### src/rtl/bf16_int_cvt_if.sv
// Purpose: request/result bundle between the FPU issue stage and the int-to-bf16 converter.
// Latency: n/a (wires only).
// Backpressure: request side uses valid_i/ready_o; result side uses valid_o/ready_i.
// Ports: slave = converter side (valid_i, op_a_i, signed_i, flush_i, ready_i in;
//        ready_o, valid_o, result_o, inexact_o out); master = requester/consumer side.
interface bf16_int_cvt_if;
  logic        valid_i;
  logic        ready_o;
  logic [31:0] op_a_i;
  logic        signed_i;
  logic        flush_i;
  logic        valid_o;
  logic        ready_i;
  logic [15:0] result_o;
  logic        inexact_o;

  modport slave (
    input  valid_i, op_a_i, signed_i, flush_i, ready_i,
    output ready_o, valid_o, result_o, inexact_o
  );

  modport master (
    output valid_i, op_a_i, signed_i, flush_i, ready_i,
    input  ready_o, valid_o, result_o, inexact_o
  );
endinterface

### src/rtl/bf16_int_cvt.sv
// Purpose: iterative 32-bit (signed/unsigned) integer to bfloat16 converter, RNE rounding.
// Latency: zero operand 1 cycle; otherwise 2 + number of NORM cycles (3 when bit 31 already set).
// Backpressure: one op in flight; ready_o only in IDLE, result held in DONE until ready_i.
// Ports: clk_i, rst_i (async, active-high); bus = bf16_int_cvt_if.slave carrying the
//        request (valid_i/ready_o/op_a_i/signed_i), flush_i, and result (valid_o/ready_i/result_o/inexact_o).
module bf16_int_cvt #(
  parameter int SHIFT_STEP = 4
) (
  input  logic               clk_i,
  input  logic               rst_i,
  bf16_int_cvt_if.slave      bus
);

  localparam logic [1:0] ST_IDLE  = 2'd0;
  localparam logic [1:0] ST_NORM  = 2'd1;
  localparam logic [1:0] ST_ROUND = 2'd2;
  localparam logic [1:0] ST_DONE  = 2'd3;

  localparam logic [8:0] STEP9   = 9'(SHIFT_STEP);
  localparam logic [8:0] EXP_TOP = 9'd158; // bias 127 + 31: value of a 1 in bit 31

  logic [1:0]  state;
  logic [31:0] mag;
  logic [8:0]  exp;
  logic        sign;
  logic [15:0] result;
  logic        inexact;

  // Operand capture: magnitude of the operand; -2^31 naturally yields 0x8000_0000.
  logic        in_sign;
  logic [31:0] in_mag;
  assign in_sign = bus.signed_i & bus.op_a_i[31];
  assign in_mag  = in_sign ? (~bus.op_a_i + 32'd1) : bus.op_a_i;

  // Coarse shift is only safe when the whole top group is zero; otherwise step by one
  // so the leading one lands exactly in bit 31.
  logic coarse_ok;
  assign coarse_ok = (mag[31 -: SHIFT_STEP] == '0);

  // Round to nearest even on the normalized magnitude.
  logic       lsb, guard, sticky, up;
  logic [7:0] m8;
  logic [8:0] rnd_exp;
  logic [6:0] rnd_mant;
  assign lsb      = mag[24];
  assign guard    = mag[23];
  assign sticky   = |mag[22:0];
  assign up       = guard & (sticky | lsb);
  assign m8       = {1'b0, mag[30:24]} + {7'd0, up};
  // Mantissa carry-out means the value rounded up to the next power of two.
  assign rnd_exp  = exp + {8'd0, m8[7]};
  assign rnd_mant = m8[7] ? 7'd0 : m8[6:0];

  always_ff @(posedge clk_i or posedge rst_i) begin
    if (rst_i) begin
      state   <= ST_IDLE;
      mag     <= '0;
      exp     <= '0;
      sign    <= 1'b0;
      result  <= '0;
      inexact <= 1'b0;
    end else if (bus.flush_i) begin
      state <= ST_IDLE;
    end else begin
      case (state)
        ST_IDLE: begin
          if (bus.valid_i) begin
            sign <= in_sign;
            mag  <= in_mag;
            exp  <= EXP_TOP;
            if (in_mag == 32'd0) begin
              result  <= 16'h0000;
              inexact <= 1'b0;
              state   <= ST_DONE;
            end else begin
              state <= ST_NORM;
            end
          end
        end
        ST_NORM: begin
          if (mag[31]) begin
            state <= ST_ROUND;
          end else if (coarse_ok) begin
            mag <= mag << SHIFT_STEP;
            exp <= exp - STEP9;
          end else begin
            mag <= mag << 1;
            exp <= exp - 9'd1;
          end
        end
        ST_ROUND: begin
          // Exponent stays within 127..159, so no overflow/denormal path exists.
          result  <= {sign, rnd_exp[7:0], rnd_mant};
          inexact <= guard | sticky;
          state   <= ST_DONE;
        end
        ST_DONE: begin
          if (bus.ready_i) state <= ST_IDLE;
        end
        default: state <= ST_IDLE;
      endcase
    end
  end

  assign bus.ready_o   = (state == ST_IDLE);
  assign bus.valid_o   = (state == ST_DONE);
  assign bus.result_o  = result;
  assign bus.inexact_o = inexact;

endmodule

### src/flat_wrapper.sv
// flat-port wrapper written by rule: the top's interface ports become plain ports
module bf16_int_cvt_flat 
#(
  parameter int SHIFT_STEP = 4
)
  (clk_i, rst_i, bus_valid_i, bus_op_a_i, bus_signed_i, bus_flush_i, bus_ready_i, bus_ready_o, bus_valid_o, bus_result_o, bus_inexact_o);
  bf16_int_cvt_if bus_i ();
  input  logic clk_i;
  input  logic rst_i;
  input wire logic [$bits(bus_i.valid_i)-1:0] bus_valid_i;
  input wire logic [$bits(bus_i.op_a_i)-1:0] bus_op_a_i;
  input wire logic [$bits(bus_i.signed_i)-1:0] bus_signed_i;
  input wire logic [$bits(bus_i.flush_i)-1:0] bus_flush_i;
  input wire logic [$bits(bus_i.ready_i)-1:0] bus_ready_i;
  output wire logic [$bits(bus_i.ready_o)-1:0] bus_ready_o;
  output wire logic [$bits(bus_i.valid_o)-1:0] bus_valid_o;
  output wire logic [$bits(bus_i.result_o)-1:0] bus_result_o;
  output wire logic [$bits(bus_i.inexact_o)-1:0] bus_inexact_o;
  assign bus_i.valid_i = bus_valid_i;
  assign bus_i.op_a_i = bus_op_a_i;
  assign bus_i.signed_i = bus_signed_i;
  assign bus_i.flush_i = bus_flush_i;
  assign bus_i.ready_i = bus_ready_i;
  assign bus_ready_o = bus_i.ready_o;
  assign bus_valid_o = bus_i.valid_o;
  assign bus_result_o = bus_i.result_o;
  assign bus_inexact_o = bus_i.inexact_o;
  bf16_int_cvt #(.SHIFT_STEP(SHIFT_STEP)) u_core (.clk_i(clk_i), .rst_i(rst_i), .bus(bus_i));
endmodule
### config.mk
export PLATFORM = sky130hd
export DESIGN_NAME = bf16_int_cvt_flat
export DESIGN_NICKNAME = d
export VERILOG_FILES = /design/src/rtl/bf16_int_cvt_if.sv /design/src/rtl/bf16_int_cvt.sv /design/src/flat_wrapper.sv
export SDC_FILE = /design/constraint.sdc
export NUM_CORES = 1
export LEC_CHECK = 0
export ABC_AREA = 0
export ABC_CLOCK_PERIOD_IN_PS = 2600
export BUFFER_PORTS_ARGS = -buffer_cell sky130_fd_sc_hd__buf_2
export CAP_MARGIN = 20
export CORE_MARGIN = 2
export CORE_UTILIZATION = 35
export CTS_CLUSTER_DIAMETER = 50
export DETAILED_ROUTE_END_ITERATION = 10
export SLEW_MARGIN = 20
export SYNTH_ARGS = -nofsm -noshare
export SYNTH_HDL_FRONTEND = slang
export SYNTH_SLANG_ARGS = --single-unit
### constraint.sdc
create_clock -name clk_i -period 2.6 [get_ports clk_i]
set_input_delay 0.52 -clock clk_i [delete_from_list [all_inputs] [get_ports clk_i]]
set_output_delay 0.52 -clock clk_i [all_outputs]
set_load 0.01 [all_outputs]
**After elaboration in Yosys (flattened, before gate mapping)**

Index checks and enable logic that the tools add are counted.
Widths: inputs -> output; s select.

- Input bits: 38
- Word-level logic and storage cells: 60
- Register bits: 61

- Equal/unequal tests: 9
- Bitwise operators: 6
- Add/subtract/negate cells: 5
- Muxes and demuxes: 22
- Reduce and logical (&&, ||, !) cells: 11

Operators by type and width:

| operator | count |
|---|---|
| $mux 32 | 4 |
| $pmux 32 s2 | 1 |
| $add 32x1->32 const B | 1 |
| $logic_not 32->1 | 1 |
| $mux 16 | 2 |
| $not 32->32 | 1 |
| $pmux 16 s2 | 1 |
| $mux 9 | 3 |
| $reduce_or 23->1 | 1 |
| $pmux 9 s2 | 1 |
| $mux 2 | 5 |
| $reduce_and 3->1 | 3 |
| $sub 9x1->9 const B | 1 |
| $sub 9x3->9 const B | 1 |
| $add 7x1->8 | 1 |
| $add 8x1->8 | 1 |
| $pmux 2 s4 | 1 |
| $reduce_and 4->1 | 2 |
| $mux 7 | 1 |
| $ne 3x3->1 const B | 2 |
| $eq 2x2->1 const B | 2 |
| $logic_not 4->1 | 1 |
| $ne 2x2->1 const B | 2 |
| $reduce_bool 2->1 | 2 |
| 9 further kinds | 12 |

**Logic depth before layout (Yosys ltp)**

- Word-level depth: 8
- Depth in mapped cells: 13

**Worst setup path before layout**

Ideal clock, no wire load.

- Kind: input port to flip-flop
- From: input bus_op_a_i[0]
- To: register u_core.result[10] (netlist: u_core.bus.result_o[10])
- Buffers on the path: 1
- Path slack: -0.654 ns
- Setup time: 0.122 ns
- Data arrival time: 3.132 ns
- Stages: 11
- Cell sequence: inv_1 ha_1 or3b_2 nor4_1 a311oi_1 a2111oi_0 nand4_1 o41ai_4 nand3_4 buf_6 a32o_1

- Cells in the longest elaborated chain, start to end: 6

RTL lines:

| item | line | RTL |
|---|---|---|
| from (decl) | flat_wrapper.sv:11 | `input wire logic [$bits(bus_i.op_a_i)-1:0] bus_op_a_i;` |
| $not 32->32 | bf16_int_cvt.sv:33 | `assign in_mag = in_sign ? (~bus.op_a_i + 32'd1) : bus.op_a_i;` |
| $add 32x1->32 | bf16_int_cvt.sv:33 |  |
| $mux 32 * | bf16_int_cvt.sv:33 |  |
| $logic_not 32->1 * | bf16_int_cvt.sv:71 | `if (in_mag == 32'd0) begin` |
| $ne 2x1->1 (no source line) * | - |  |
| $reduce_and 4->1 (no source line) * | - |  |
| to (signal assigned) | bf16_int_cvt.sv:93 | `result <= {sign, rnd_exp[7:0], rnd_mant};` |
| to (decl) | bf16_int_cvt.sv:26 | `logic [15:0] result;` |

Every way passes the cells marked *; elsewhere a longest branch is shown, timed or not.
A chain may end at the register's enable or synchronous reset.

**Worst setup path in the final report**

- From: input bus_op_a_i[0]
- To: register u_core.result[11] (netlist: u_core.bus.result_o[11])

The elaborated chain is that of the path after synthesis.

==> results.ini <==
[status]
status=finished with violations
violations=setup timing

[logic_synthesis]
syn_inst=581
yosys.area.top_type=dfrtp_1
synth_edf_count=0
synth_fp_nets=633
avgSynthCellArea_um2=8.31
ys_warn_count=0
synth_cell_type_count=67
synthMuxAreaShare_pct=5.10
synth_compound_area_share_pct=23.2
async_flop_share_pct=100
synthDominantCellAreaShare_pct=31.1
ys_top_cells_by_area=dfrtp_1 (31%), nor2_1 (5.4%), xnor2_1 (4.2%)
yosysSeqAreaShare_pct=31.1
netlist_area_mm2=0.00483
synth-adder-area-share_pct=3.63
ys_seq_elements=60
synth-main-ff-cell=dfrtp_1
synthXorXnorAreaFrac_pct=7.07
synth_top_family_by_area=simple AND/OR/NAND/NOR gates
synthSimpleGateAreaFrac_pct=24.3

[clocking]
cts.sinks=60
worst_skew_pair.late_latency_ns=0.34
htree_levels=3
clkTransAtPathRegs_ns=0.06
cts_max_path_buffers=2
cts_tree=built
hold_buffers=0
numCtsBuffers=9
cts_root_buf=clkbuf_16

[final_layout]
seq_area_mm2=0.00150
fill_cells=1231
stdcell_area_mm2=0.00711
synthToLayoutAreaGrowth_pct=47.2
final_common_cell=buf_4
multi_input_comb_area_mm2=0.00330
layout_common_cells=buf_4 (166), nor2_1 (68), dfrtp_1 (60), buf_2 (54), nand2_1 (37)
diodes=0
fin_util_pct=53.3
drive_above_1_share_pct=38.3
layout.nets=833

[global_route]
grt_usage_pct=23.0
grt_antenna_before_repair=0
grt_pass1_wl_um=27000
gr-total-overflow=0
grt_max_degree=61
grt_pass1_vias=5340

[place]
placed_cell_area_mm2=0.00646
place_hpwl_um=12500
port_buffers=56
gp_congestion=1.00

[routing]
drt-initial-drc-count=342
ant_nets=0
drt-total-wl_um=16400
routed_via_density=5.57
drc=0
vias=5354
drt_pass1_iterations=5
wl_per_cell_um=17.0

[sta]
rsz0062_at_grt=true
tightest_slew_ns=0.583
fin_ws_ns=-0.551
period_needed_ns=3.15
hold_viol_final=0
holdWs_ns=0.240
finalSetupTns_ns=-8.58
fmax_ghz=0.317
slew_headroom_pct=61.2
slew_viol_final=0
setup-violations-final=18
finalCritPeriodShare_pct=121
finalClockSkew_ns=0.00958

[power]
leakage_nw=3.13
finalPower_mw=5.56
peakVddDrop_mv=0.455
power.density_mw_per_mm2=782

[setup_path]
cp.arrival_ns=3.38
worst_ep_required_time_ns=2.82
cp_max_fo=6
critPathKind=input pin to register
crit_path_start_kind=input pin
worstSetupEndpointType=register

[floorplanning]
rows=42
io_pins=57
die_y_um=121
die_area_mm2=0.0148
dieWidth_um=121
core_mm2=0.0133
initial_core_util_pct=36.2

[hold_path]
hold_path.class=input pin to asynchronous set/reset pin

[run]
max-cap-violations=0

cell families after synthesis:
logic type,count (synthesis)
fa+ha+maj,14
buf+inv,64
xor+xnor,39
flops,60
mux,24
compound gates,156
simple gates,224
worst max-delay path, cell delays in order:
cell,delay (ns)
buf_6,0.10
inv_2,0.07
ha_4,0.13
buf_4,0.13
nor3b_4,0.25
a41oi_2,0.14
or3_4,0.42
a2111oi_4,0.31
nand4_2,0.19
o41ai_4,0.45
nand3_4,0.18
buf_6,0.16
buf_12,0.12
a32o_1,0.21
per-layer routing:
metal / vias to the layer above / track usage, % / routed length [um]
li1: 2575 / - / -
met1: 2572 / 30.2 / 7210
met2: 169 / 37.6 / 7800
met3: 38 / 3.67 / 799
met4: 0 / 9.91 / 562
met5: - / 0 / 0
report_power, final:
| part | switching (mW) | total [mW] | internal (mW) |
|---|---|---|---|
| sequential | 0.360 | 1.68 | 1.32 |
| clock | 0.458 | 1.11 | 0.648 |
| combinational | 1.45 | 2.78 | 1.33 |
metrics by stage:
step,instances,setup WS [ns]
after floorplan,581,-0.546
after global placement,930,-0.929
after detailed placement,930,-1.00
after CTS,958,-0.509
after global routing,962,-0.654
final,962,-0.551
Yosys cell counts, types with 11 or more instances:
cell type  instances
nand4_1           14
xnor2_1           23
clkbuf_1          31
a32o_1            12
nor3_1            27
nand3_1           11
o21ai_0           30
nor2_1            70
a21oi_1           34
o22ai_1           11
dfrtp_1           60
mux2i_1           19
xor2_1            16
ha_1              14
nor4_1            15
a31oi_1           11
nand2_1           37
inv_1             18
state kept, by name, summed over array words and instances, names as in the netlist:
register,count
u_core.sign,1
u_core.bus.result_o,16
u_core.exp,8
u_core.mag,32
u_core.state,2
u_core.bus.inexact_o,1
what timing repair did:
| item | CTS | global route |
|---|---|---|
| gates cloned | 1 | 0 |
| buffers inserted | 11 | 4 |
| setup endpoints to repair | 18 | 18 |
| resized for setup | 29 | 16 |
| pin swaps | 13 | 7 |
worst paths after layout:
kind,startpoint,to,slack [ns],depth (start not counted)
max,bus_op_a_i[0],u_core.bus.result_o[11]$_DFFE_PP0P_,-0.55,14
min,rst_i,u_core.mag[8]$_DFFE_PP0P_,0.24,3
max reg2reg,u_core.mag[11]$_DFFE_PP0P_,u_core.bus.result_o[13]$_DFFE_PP0P_,-0.10,13
min reg2reg,u_core.bus.result_o[14]$_DFFE_PP0P_,u_core.bus.result_o[14]$_DFFE_PP0P_,0.49,1
max in group asynchronous,rst_i,u_core.exp[1]$_DFFE_PP0P_,2.09,3
min in group clk_i,bus_flush_i,u_core.state[0]$_DFFE_PP0P_,0.43,2
final cells by class:
| cell class | instances | share of cell area (%) |
|---|---|---|
| multi-input combinational | 457 | 46.4 |
| timing repair buffer | 235 | 24.5 |
| sequential | 60 | 21.1 |
| clock buffer | 9 | 3.17 |
| tap | 176 | 3.10 |
| inverter | 18 | 0.950 |
| clock inverter | 7 | 0.739 |
No activity file was read; power rests on OpenSTA's default activity.
